===== config.mk =====
export PLATFORM = sky130hd
export DESIGN_NAME = fft_cmult_pipe
export DESIGN_NICKNAME = d
export VERILOG_FILES = /design/src/rtl/fft_cmult_pipe.sv
export SDC_FILE = /design/constraint.sdc
export NUM_CORES = 2
export LEC_CHECK = 0
export BUFFER_PORTS_ARGS = -buffer_cell sky130_fd_sc_hd__buf_2
export CAP_MARGIN = 20
export CORE_MARGIN = 2
export CORE_UTILIZATION = 45
export CTS_CLUSTER_SIZE = 12
export DETAILED_ROUTE_END_ITERATION = 10
export PLACE_DENSITY = 0.71
export SLEW_MARGIN = 5
export SYNTH_ARGS = -nofsm -noshare
export SYNTH_HDL_FRONTEND = slang
export SYNTH_SLANG_ARGS = --single-unit

===== constraint.sdc =====
create_clock -name iCLK -period 10.75 [get_ports iCLK]
set_input_delay 2.15 -clock iCLK [delete_from_list [all_inputs] [get_ports iCLK]]
set_output_delay 2.15 -clock iCLK [all_outputs]
set_load 0.02 [all_outputs]

===== src/rtl/fft_cmult_pipe.sv =====
// fft_cmult_pipe: 3-stage signed complex multiplier for FFT/IFFT butterflies.
// Optional conj twiddle, rounding, saturation, sticky overflow, clock-enable stall.
module fft_cmult_pipe #(
    parameter int D_BIT = 17,
    parameter int W_BIT = 12,
    parameter int ROUND = 1
) (
    input  logic                    iCLK,
    input  logic                    iRESET,
    input  logic                    iCE,
    input  logic                    iVALID,
    input  logic                    iCONJ,
    input  logic signed [D_BIT-1:0] iRE,
    input  logic signed [D_BIT-1:0] iIM,
    input  logic signed [W_BIT-1:0] iW_RE,
    input  logic signed [W_BIT-1:0] iW_IM,
    input  logic                    iCLR_OVF,
    output logic                    oVALID,
    output logic signed [D_BIT-1:0] oRE,
    output logic signed [D_BIT-1:0] oIM,
    output logic                    oOVF
);

    localparam int P_BIT = D_BIT + W_BIT + 1;
    localparam int S_BIT = P_BIT + 1;
    localparam int SH    = W_BIT - 2;

    localparam logic signed [S_BIT-1:0] MAXV =
        {{(S_BIT-D_BIT+1){1'b0}}, {(D_BIT-1){1'b1}}};
    localparam logic signed [S_BIT-1:0] MINV =
        {{(S_BIT-D_BIT+1){1'b1}}, {(D_BIT-1){1'b0}}};

    // stage 1 registers
    logic                    v1_q;
    logic signed [D_BIT-1:0] re1_q, im1_q;
    logic signed [W_BIT-1:0] wre1_q;
    logic signed [W_BIT:0]   wim1_q, wim1_d;

    // stage 2 registers
    logic                    v2_q;
    logic signed [P_BIT-1:0] rr_q, ii_q, ri_q, ir_q;
    logic signed [P_BIT-1:0] rr_d, ii_d, ri_d, ir_d;

    // stage 3 registers
    logic                    v3_q;
    logic signed [D_BIT-1:0] re3_q, im3_q, re3_d, im3_d;
    logic                    ovf_q, ovf_d;

    logic signed [S_BIT-1:0] rnd_c;
    logic signed [S_BIT-1:0] pr_s, pi_s, pr_sh, pi_sh;
    logic                    re_hi, re_lo, im_hi, im_lo;
    logic                    sat_c;

    // stage 1: widen imaginary twiddle by one bit so negating the minimum is exact
    always_comb begin
        wim1_d = (W_BIT+1)'(iW_IM);
        if (iCONJ) begin
            wim1_d = -(W_BIT+1)'(iW_IM);
        end
    end

    // stage 2: the four partial products at full width
    always_comb begin
        rr_d = P_BIT'(re1_q) * P_BIT'(wre1_q);
        ii_d = P_BIT'(im1_q) * P_BIT'(wim1_q);
        ri_d = P_BIT'(re1_q) * P_BIT'(wim1_q);
        ir_d = P_BIT'(im1_q) * P_BIT'(wre1_q);
    end

    // stage 3: sum, round, scale back to data range, saturate, flag overflow
    always_comb begin
        rnd_c = '0;
        if (ROUND != 0) begin
            rnd_c[W_BIT-3] = 1'b1;
        end
        pr_s  = S_BIT'(rr_q) - S_BIT'(ii_q) + rnd_c;
        pi_s  = S_BIT'(ri_q) + S_BIT'(ir_q) + rnd_c;
        pr_sh = pr_s >>> SH;
        pi_sh = pi_s >>> SH;
        re_hi = pr_sh > MAXV;
        re_lo = pr_sh < MINV;
        im_hi = pi_sh > MAXV;
        im_lo = pi_sh < MINV;
        re3_d = pr_sh[D_BIT-1:0];
        if (re_hi) re3_d = MAXV[D_BIT-1:0];
        if (re_lo) re3_d = MINV[D_BIT-1:0];
        im3_d = pi_sh[D_BIT-1:0];
        if (im_hi) im3_d = MAXV[D_BIT-1:0];
        if (im_lo) im3_d = MINV[D_BIT-1:0];
        sat_c = v2_q & (re_hi | re_lo | im_hi | im_lo);
        ovf_d = sat_c | (ovf_q & ~iCLR_OVF);
    end

    // pipeline registers: async clear, everything holds while iCE is low
    always_ff @(posedge iCLK or negedge iRESET) begin
        if (!iRESET) begin
            v1_q   <= 1'b0;
            re1_q  <= '0;
            im1_q  <= '0;
            wre1_q <= '0;
            wim1_q <= '0;
            v2_q   <= 1'b0;
            rr_q   <= '0;
            ii_q   <= '0;
            ri_q   <= '0;
            ir_q   <= '0;
            v3_q   <= 1'b0;
            re3_q  <= '0;
            im3_q  <= '0;
            ovf_q  <= 1'b0;
        end else if (iCE) begin
            v1_q   <= iVALID;
            re1_q  <= iRE;
            im1_q  <= iIM;
            wre1_q <= iW_RE;
            wim1_q <= wim1_d;
            v2_q   <= v1_q;
            rr_q   <= rr_d;
            ii_q   <= ii_d;
            ri_q   <= ri_d;
            ir_q   <= ir_d;
            v3_q   <= v2_q;
            re3_q  <= re3_d;
            im3_q  <= im3_d;
            ovf_q  <= ovf_d;
        end
    end

    assign oVALID = v3_q;
    assign oRE    = re3_q;
    assign oIM    = im3_q;
    assign oOVF   = ovf_q;

endmodule

==> results.md <==
* Run status: finished clean
* Height of the chip at 306 um
* Yosys top cell by area: fa_1
* First DRT Iteration DRCs at 1778
* Critical Path RT at 11.28 ns
* Synth area leaders: fa_1 38%, dfrtp_1 13%, ha_1 12%
* DP HPWL at 76.7 mm
* FF-to-FF setup slack at 3.16 ns
* Num CTS Buffers at 31
* Buffer count from post-CTS setup fixing at 0
* Drt pass-1 iters at 5
* Area grow syn2layout at 6.95%
* Clock Sinks at 215
* Max cap viols at 0
* Critical Path End Type: register
* Max_slew headroom at 27.4%
* Mapped Area at 0.0412 mm2
* Layout cells sized above 1 at 8.03%
* Setup violations, final at 0
* Final hold vios at 0
* Syn Nets at 5625
* Hold Buf Count CTS at 0
* Mean post-synth cell area at 9.39 um2
* Worst-path fanout max at 16
* Final min period at 7.59 ns
* Seq cells post-synth at 215
* Die ar. at 0.0939 mm2
* Total Routed Length at 101 mm
* Cell variety after synth at 74
* CP Class: register to register
* Initial core utilization at 45.6%
* CP max-delay cell: dfrtp_1
* CP dominant cell by count: fa_1
* Port bufs at 99
* Max stage delay on crit path at 0.92 ns
* DRT antenna net count at 0
* Pins Over Slew Limit at 0
* RSZ-0062 raised after global routing: no
* Htree depth at 1
* Ys flop type: dfrtp_1
* TritonCTS clock tree: built
* GR Overflow Total at 0
* Worst-Margin Slew at 1.09 ns
* IO Pins at 100
* Final Skew at 0.0346 ns
* Vias in the first global route at 30600
* Critical Path Sink: ir_q[27]$_DFFE_PN0P_
* Sequential area share after synthesis at 13.1%
* N_diodes at 0
* Synth warn at 0
* Die Wd at 306 um
* Resized Gates After CTS at 0
* Fill cells at 8369
* Clock Tree Buf Depth at 3
* Vias/cell at 5.25
* Worst skew pair latency at 0.65 ns
* TNS Setup at 0 ns
* Layout net count at 5621
* Core area at 0.0903 mm2
* Syn Inst Count at 4386
* Worst Setup Start Kind: register
* WP data arrival at 8.13 ns
* Final worst path period share at 70.6%
* Initial antenna violation count at 0
* Type of the worst min-delay path: register to register
* Fmax at 0.132 GHz
* Std cell rows at 110
* Critical Path Source: wre1_q[11]$_DFFE_PN0P_
* WHS Path Cells at 1
* Root buf cell: clkbuf_16
* Total GRT Usage at 22.2%
* Worst-case reg-to-reg path depth at 21
* Worst R2R End: ir_q[27]$_DFFE_PN0P_
* Async SR Flop Fraction at 100%
* Via count at 29300
* RR Startpoint: wre1_q[11]$_DFFE_PN0P_
* Post-synth EDFFs at 0
* DR DRC count at 0
* Routed wire length per instance at 18.1 um
* First-pass GRT wire length at 165 mm
* Pin count of the biggest net entering global routing at 106
* Routability cong. at 0.868
* Clock slew seen by the registers of the worst setup and hold paths at 0.06 ns
* Critical path, cell by cell: clkinv_1, buf_4, nor2_1, fa_1, fa_1, fa_1, fa_1, inv_1, fa_1, inv_1, ha_1, a21o_1, o32ai_1, a21oi_1, a211oi_2, a211o_1, a31oi_1, or4_1, a31oi_1, xnor2_1, mux2_2
* Yosys top cell area share at 38.3%
==> layout make-up <==
class,instances,area (um2),area share (%)
Inverter,934,3510,7.96
Clock buffer,36,835,1.90
Sequential cell,215,5380,12.2
Timing Repair Buffer,160,1050,2.39
Multi-Input combinational cell,3040,31500,71.6
Clock inverter,21,243,0.551
Tap cell,1176,1470,3.34
==> cells in the mapped netlist, drive strengths merged (5+ instances only) <==
cell type / number
nor2: 152
xnor2: 107
a21o: 42
o31ai: 16
and2: 300
a31oi: 13
nor3: 21
a211o: 6
nand2b: 33
o2bb2ai: 34
a21oi: 106
a21boi: 10
nor2b: 19
o21bai: 8
o21a: 18
nand3: 27
o21ai: 90
a211oi: 18
mux2: 109
fa: 788
nand4: 6
ha: 387
inv: 932
dfrtp: 215
xor2: 40
mux2i: 13
or3: 16
o211ai: 5
nand2: 582
buf: 9
and3: 13
clkbuf: 188
==> kinds of logic after synthesis <==
group	count (synthesis)	synth area share (%)
XOR/XNOR	147	3.13
buffers and inverters	1131	10.3
AO/OA/AOI/OAI	400	6.42
adder cells (fa/ha/maj)	1175	50.1
flip-flops	215	13.1
multiplexers	122	3.30
AND/OR/NAND/NOR	1196	13.7
==> cells in the final DEF (no fill, tap or decap), types with 21 or more instances in the layout <==
master and n:
and2_1 300, o21ai_0 84, xnor2_1 107, a21oi_1 102
nand2_1 581, nand2b_1 33, fa_1 788, nand3_1 27
mux2_2 109, dfrtp_1 213, nor3_1 21, a21o_1 42
ha_1 387, clkbuf_16 31, inv_1 932, buf_2 97
buf_4 57, xor2_1 40, nor2_1 150, o2bb2ai_1 34
==> critical path, delay by kind of cell, from the launching register on <==
family / cells / cell delay, ns
AOI/OAI and AO/OA: 7 / 1.61
xor gates and xnor gates: 1 / 0.08
and+or+nand+nor: 2 / 0.61
adders and majority gates: 6 / 2.66
muxes: 1 / 0.26
buffers and inverters: 4 / 1.32
DFF: 1 / 0.92
==> metrics by stage <==
| step | cells | hold slack, ns | utilization [%] | area, um2 | setup WS (ns) |
|---|---|---|---|---|---|
| 2_1_floorplan | 4386 | 0.443 | - | 41200 | 4.62 |
| 3_3_place_gp | 5521 | 0.462 | 47.5 | 42900 | 3.34 |
| 3_5_place_dp | 5521 | 0.468 | 47.5 | 42900 | 3.23 |
| 4_1_cts | 5578 | 0.482 | 48.7 | 43900 | 3.25 |
| 5_1_grt | 5582 | 0.500 | 48.8 | 44000 | 2.94 |
| 6_report | 5582 | 0.480 | 48.8 | 44000 | 3.16 |
==> worst min path at each step <==
stage / end / startpoint / slack [ns]
floorplan: ii_q[17]$_DFFE_PN0P_ / ii_q[17]$_DFFE_PN0P_ / 0.44
global placement: ii_q[15]$_DFFE_PN0P_ / ii_q[15]$_DFFE_PN0P_ / 0.46
detailed placement: ii_q[15]$_DFFE_PN0P_ / ii_q[15]$_DFFE_PN0P_ / 0.47
CTS: ii_q[15]$_DFFE_PN0P_ / ii_q[15]$_DFFE_PN0P_ / 0.48
global route: ii_q[15]$_DFFE_PN0P_ / ii_q[15]$_DFFE_PN0P_ / 0.50
finish: ii_q[15]$_DFFE_PN0P_ / ii_q[15]$_DFFE_PN0P_ / 0.48
==> flip-flops by register name, indices dropped and copies added (netlist names) <==
register	count
ii_q	30
im1_q	17
ir_q	29
oIM	17
oOVF	1
oRE	17
oVALID	1
re1_q	17
ri_q	30
rr_q	29
v1_q	1
v2_q	1
wim1_q	13
wre1_q	12
==> per-layer routing <==
metal	global-route usage, %	vias to the layer above	share of wire (%)
met4	9.66	0	5.0
met1	29.6	15000	41
met2	36.9	826	48
met3	2.36	162	5.5
li1	-	13300	-
met5	0	-	0
Power is left out: the tool's default activity adds up to more than one toggle a clock period on the data nets, which glitch-free logic cannot reach.
